## src/rtl/reg_file_sb.sv

```systemverilog
// Register file with per-register busy scoreboard for in-order issue with
// out-of-order writeback. R0 is hardwired to zero and never busy.
module reg_file_sb #(
   parameter int p_WORD_LEN      = 16,
   parameter int p_REG_ADDR_LEN  = 3,
   parameter int p_REG_FILE_SIZE = 8,
   parameter int p_BYPASS        = 1
) (
   input  logic                      i_clk,
   input  logic                      i_rst_n,
   input  logic [p_REG_ADDR_LEN-1:0] i_src1,
   input  logic [p_REG_ADDR_LEN-1:0] i_src2,
   output logic [p_WORD_LEN-1:0]     o_src1_data,
   output logic [p_WORD_LEN-1:0]     o_src2_data,
   output logic                      o_src1_busy,
   output logic                      o_src2_busy,
   input  logic [p_REG_ADDR_LEN-1:0] i_tgt,
   input  logic [p_WORD_LEN-1:0]     i_tgt_data,
   input  logic                      i_wr_en,
   input  logic [p_REG_ADDR_LEN-1:0] i_rsv_addr,
   input  logic                      i_rsv_en,
   output logic [p_REG_ADDR_LEN:0]   o_busy_cnt
);

   localparam int CW = p_REG_ADDR_LEN + 1;

   logic [p_WORD_LEN-1:0]      regs [p_REG_FILE_SIZE];
   logic [p_REG_FILE_SIZE-1:0] busy_q;
   logic [p_REG_FILE_SIZE-1:0] busy_d;
   logic [CW-1:0]              busy_cnt_q;
   logic [CW-1:0]              cnt_d;
   logic                       wr_ok;
   logic                       rsv_ok;

   logic [p_REG_ADDR_LEN-1:0]  src_addr [2];
   logic [p_WORD_LEN-1:0]      src_data [2];
   logic                       src_busy [2];

   // R0 and out-of-range addresses never take a write or a reservation.
   assign wr_ok  = i_wr_en  && (i_tgt != '0)      && (int'(i_tgt) < p_REG_FILE_SIZE);
   assign rsv_ok = i_rsv_en && (i_rsv_addr != '0) && (int'(i_rsv_addr) < p_REG_FILE_SIZE);

   // The reserve is applied after the write clear so a same-cycle reserve wins.
   always_comb begin
      busy_d = busy_q;
      for (int i = 1; i < p_REG_FILE_SIZE; i++) begin
         if (wr_ok && (i_tgt == p_REG_ADDR_LEN'(i)))
            busy_d[i] = 1'b0;
         if (rsv_ok && (i_rsv_addr == p_REG_ADDR_LEN'(i)))
            busy_d[i] = 1'b1;
      end
      busy_d[0] = 1'b0;
   end

   always_comb begin
      cnt_d = '0;
      for (int i = 1; i < p_REG_FILE_SIZE; i++)
         cnt_d = cnt_d + CW'(busy_d[i]);
   end

   assign src_addr[0] = i_src1;
   assign src_addr[1] = i_src2;

   always_comb begin
      for (int p = 0; p < 2; p++) begin
         src_data[p] = '0;
         src_busy[p] = 1'b0;
         for (int i = 1; i < p_REG_FILE_SIZE; i++) begin
            if (src_addr[p] == p_REG_ADDR_LEN'(i)) begin
               src_data[p] = regs[i];
               src_busy[p] = busy_q[i];
            end
         end
         // Forwarded data is the result itself, so only a new reservation keeps it busy.
         if ((p_BYPASS != 0) && wr_ok && (src_addr[p] == i_tgt)) begin
            src_data[p] = i_tgt_data;
            src_busy[p] = rsv_ok && (i_rsv_addr == src_addr[p]);
         end
      end
   end

   assign o_src1_data = src_data[0];
   assign o_src2_data = src_data[1];
   assign o_src1_busy = src_busy[0];
   assign o_src2_busy = src_busy[1];
   assign o_busy_cnt  = busy_cnt_q;

   always_ff @(posedge i_clk or negedge i_rst_n) begin
      if (!i_rst_n) begin
         for (int i = 0; i < p_REG_FILE_SIZE; i++)
            regs[i] <= '0;
         busy_q     <= '0;
         busy_cnt_q <= '0;
      end else begin
         for (int i = 1; i < p_REG_FILE_SIZE; i++) begin
            if (wr_ok && (i_tgt == p_REG_ADDR_LEN'(i)))
               regs[i] <= i_tgt_data;
         end
         busy_q     <= busy_d;
         busy_cnt_q <= cnt_d;
      end
   end

endmodule

```

## config.mk

```make
export PLATFORM = sky130hd
export DESIGN_NAME = reg_file_sb
export DESIGN_NICKNAME = d
export VERILOG_FILES = /design/src/rtl/reg_file_sb.sv
export SDC_FILE = /design/constraint.sdc
export NUM_CORES = 1
export LEC_CHECK = 0
export CAP_MARGIN = 20
export CORE_ASPECT_RATIO = 1.1
export CORE_MARGIN = 3
export CORE_UTILIZATION = 55
export DETAILED_ROUTE_END_ITERATION = 7
export GPL_TIMING_DRIVEN = 0
export PLACE_DENSITY = 0.87
export SETUP_SLACK_MARGIN = 0.15
export SLEW_MARGIN = 20
export SYNTH_ARGS = -nofsm -noshare
export SYNTH_HDL_FRONTEND = slang
export SYNTH_SLANG_ARGS = --single-unit
export TNS_END_PERCENT = 30
```

## constraint.sdc

```tcl
create_clock -name i_clk -period 7.1 [get_ports i_clk]
set_input_delay 1.42 -clock i_clk [delete_from_list [all_inputs] [get_ports i_clk]]
set_output_delay 1.42 -clock i_clk [all_outputs]
set_load 0.05 [all_outputs]
```

==> impl.org <==
** Placed design
- OpenSTA, run right after detailed placement, puts the worst setup slack at 1.03 ns.
- In this run the tool buffered the top-level ports with 58 buffer cells.
- Final Wtd Congestion :: 0.902
- Post-DP HPWL :: 13800 um
- Cell count after placement :: 815
- After detailed placement, the total cell area comes to 8030 um^2.

** Setup path
- Start point of the critical path :: i_src2[1]
- STA classifies the critical path startpoint as an input port.
- Setup slack on the worst flop-to-flop path :: 4.34 ns
- R2r startpoint :: busy_q[4]
- For this run, the slowest stage of the critical path takes 0.84 ns.
- By startpoint and endpoint, the worst setup path is classified as in -> out.
- Cell breakdown of the critical path :: clkdlybuf4s50_1 -> buf_2 -> nand2b_1 -> clkbuf_1 -> clkbuf_1 -> o22ai_1 -> a211o_1 -> mux2i_1 -> clkdlybuf4s50_1
- Path depth of the worst reg2reg path :: 6
- Required time of the critical path :: 5.68 ns
- In this run the critical register-to-register path is captured at o_busy_cnt[1].
- Sort of element at the end of the critical path :: primary output
- Arrival time reported for the critical path endpoint :: 4.74 ns
- The slowest stage of the critical path belongs to the cell clkdlybuf4s50_1.
- The critical path contains buffers and inverters numbering 5 combined.
- Largest fanout on the critical path :: 10
- Following the worst setup path forward leads to its endpoint at o_src2_busy.
- In this run the number of cells on the critical path is 9.
- Grouping stages by cell kind, the critical path spends the most delay in buffers and inverters.

** Clock network
- In this run the deepest clock path goes through 2 buffers.
- TritonCTS built the clock tree.
- At the later pin of the worst-skew pair, clock insertion delay measures 0.43 ns.
- CTS Buf Count :: 17
- For this design, the CTS-stage hold fixing added 0 buffers.
- In this run the number of H-tree levels came out at 4.
- Once the clock tree was built, the setup fixing pass inserted 0 buffers.
- The clock net in this run drives a total of 122 sinks.
- Buffer type at the clock tree root :: clkbuf_16
- Clock-pin slew on the worst setup and hold paths :: 0.06 ns
- Post-cts gate resize count :: 0

** Timing
- Clock skew :: 0.00397 ns
- After layout, the worst path uses 86.7% of the clock period.
- The tightest hold path in the finished design has a slack of 0.504 ns.
- Final TNS setup :: 0 ns
- Setup repair after global routing left no endpoint under its margin.
- Count of final max-slew check failures :: 0
- Timing would allow up to 162 MHz.
- Actual slew at the worst max-slew pin :: 0.788 ns
- Max-slew headroom at the worst pin :: 47.3%
- The worst path needs 6.16 ns of the cycle, external delays included.
- Worst-case setup margin in the final layout :: 0.944 ns
- Setup violations remaining at the end of the flow were counted as 0.
- The total count of hold-check failures in the final report is 0.

** Route
- The detailed router placed 5688 vias in this run.
- After detailed routing, the number of vias per cell comes to 6.72.
- For this run, design rule violations remaining after detail routing come to 0.
- After detailed routing, the average wire length per cell comes to 24.7 um.
- Detailed-route wire length :: 20900 um
- Violation count after the first detailed-routing iteration :: 779
- Remaining antenna violation count :: 0
- Number of optimization iterations in the first detailed-route pass :: 6

** Power and ir drop
- Power density of the placed cells :: 305 nW/um^2
- Design Power :: 2.62 mW
- Largest voltage drop on the vdd net :: 222 uV
- Leakage power figure :: 3.52 nW

** Status
- The run finished with clean final reports.

** Synthesis
- The cell count after synthesis came out at 599.
- Mean instance size in the synthesized netlist :: 12.1 um^2
- Multiplexer cells account for 35.2% of the synthesized area.
- Of the total synthesized cell area, the portion taken by AND, OR, NAND and NOR gates is 5.52%.
- Post-synth EDFFs :: 0
- Of the total synthesized cell area, the portion taken by full adders, half adders and majority gates is 1.11%.
- Yosys printed 0 warnings.
- Post-Synthesis Cell Area :: 7220 um^2
- Of the total synthesized cell area, the portion taken by XOR and XNOR cells is 0.970%.
- In the synthesized netlist the dominant register cell turns out to be dfrtp_1.
- Summing the areas of all compound-gate instances in the mapped netlist gives 10.7% of the synthesized area.
- Net count after synthesis :: 635
- Register area share after synthesis :: 42.3%
- By area, the combinational part of the netlist is dominated by multiplexers.
- The synthesized design contains 122 register bits.
- Count of unique library cells instantiated by Yosys :: 50
- Async set-or-reset flop fraction in the synthesized netlist :: 100%

** Final layout
- The finished cells cover 8580 um^2.
- Relative to the synthesized area, the layout overhead comes to 18.7%.
- Final Util :: 67.3%
- Final nets :: 713
- Filler cell count :: 904
- Cells with a size suffix above 1 make up 37.7% of the layout.
- Leaving out filler cells and counting taps, the final layout contains 846.
- Antenna diode instance count :: 0

** GRT
- The via count of the first global-routing pass is 5825.
- The first global-routing pass estimated 32100 um of wire.
- Overall fraction of global-route tracks in use :: 29.3%
- Total global routing overflow :: 0
- Entering global routing, the biggest net connects 85 pins.
- The initial antenna violation count was 0.

** Worst hold path
- Min-Delay Path Class :: reg -> reg
- Origin of the worst min-delay path :: regs[30]

** Floorplan
- The die covers 14500 um^2.
- Core area :: 12800 um^2
- In this run the vertical extent of the chip is 126 um.
- Once the floorplan was initialized, standard cells occupied 56.7% of the core.
- Die extent in x :: 115 um
- # rows :: 43
- For this design the top-level I/O count stands at 70.

** Run
- Max-cap violations in this run came to 0.
## synthesized netlist by cell type, types with 2 or more instances
library cell,n,area share [%]
mux2i_1,3,0.42
fa_1,4,1.1
buf_2,17,1.2
or3b_2,2,0.24
nor2_1,18,0.94
and3_1,2,0.17
nor2b_1,7,0.61
dfrtp_1,122,42
a22oi_1,17,1.8
o22ai_1,16,1.4
nand3_1,7,0.48
a21oi_1,2,0.14
o21ai_0,25,1.7
a221oi_1,16,1.9
nand2b_1,2,0.17
o211ai_1,3,0.31
buf_4,3,0.31
xnor2_1,6,0.73
clkbuf_1,27,1.4
xor2_1,2,0.24
mux4_2,17,5.3
a211oi_1,19,2.0
nand2_1,33,1.7
mux2_4,9,1.9
and2_1,2,0.17
mux2_2,177,28
inv_1,13,0.68
a211o_1,2,0.24
buf_1,5,0.26
## final cells by class
cell class	count	area [um^2]	area share [%]
Tap cell	157	196	2.29
Timing Repair Buffer	59	609	7.10
Sequential cell	122	3050	35.6
Clock buffer	23	478	5.57
Inverter	13	48.8	0.569
Clock inverter	8	70.1	0.817
Buffer	54	259	3.02
Multi-Input combinational cell	410	3860	45.0
## kinds of logic (layout without fill, tap and decap cells)
| group | count (synthesis) | after routing |
|---|---|---|
| adders and majority gates | 4 | 4 |
| other | 1 | 1 |
| muxes | 206 | 206 |
| and+or+nand+nor | 82 | 82 |
| AOI/OAI and AO/OA | 109 | 109 |
| buffers and inverters | 67 | 157 |
| DFF | 122 | 122 |
| xor gates and xnor gates | 8 | 8 |
## flip-flops by register name, indices dropped and copies added (netlist names)
register    flops
busy_q          7
o_busy_cnt      3
regs          112
## worst register-to-register path: stages (launching register included)
cell     delay [ns]
dfrtp_1        0.41
a22oi_1        0.29
fa_1           0.49
fa_1           0.50
inv_1          0.05
fa_1           0.40
fa_1           0.49
## cell usage in the layout, fill, tap and decap left out, drive strengths merged, types with 3 or more instances in the layout
| master | netlist | final |
|---|---|---|
| dfrtp | 122 | 122 |
| nand3 | 7 | 7 |
| mux2 | 186 | 186 |
| xnor2 | 6 | 6 |
| a22oi | 17 | 17 |
| clkinv | 0 | 5 |
| mux4 | 17 | 17 |
| a21oi | 4 | 4 |
| o22ai | 16 | 16 |
| nand2 | 33 | 33 |
| buf | 27 | 29 |
| or3b | 3 | 3 |
| o211ai | 3 | 3 |
| nor2 | 18 | 18 |
| a211oi | 19 | 19 |
| a221oi | 16 | 16 |
| mux2i | 3 | 3 |
| clkbuf | 27 | 50 |
| fa | 4 | 4 |
| o21ai | 26 | 26 |
| clkdlybuf4s50 | 0 | 57 |
| nor2b | 7 | 7 |
| inv | 13 | 13 |
## power breakdown
part | internal, mW | switching, mW
logic | 0.395 | 0.440
clock network | 0.502 | 0.309
registers | 0.855 | 0.119
## layer usage
metal | wire length (um) | vias up | global-route usage [%] | share of wire (%)
met5 | 0 | - | 0 | 0
met4 | 928 | 0 | 14.4 | 4.4
li1 | - | 2396 | - | -
met3 | 1810 | 75 | 6.73 | 8.6
met2 | 10400 | 360 | 47.5 | 50
met1 | 7820 | 2857 | 36.7 | 37
## how the worst min path moves through the flow
stage,to,depth (start not counted)
2_1_floorplan,regs[78],2
3_3_place_gp,regs[46],2
5_1_grt,regs[110],1
6_report,regs[30],2
3_5_place_dp,regs[30],2
4_1_cts,regs[30],2
Note: power is estimated with default switching activity, not from simulation.
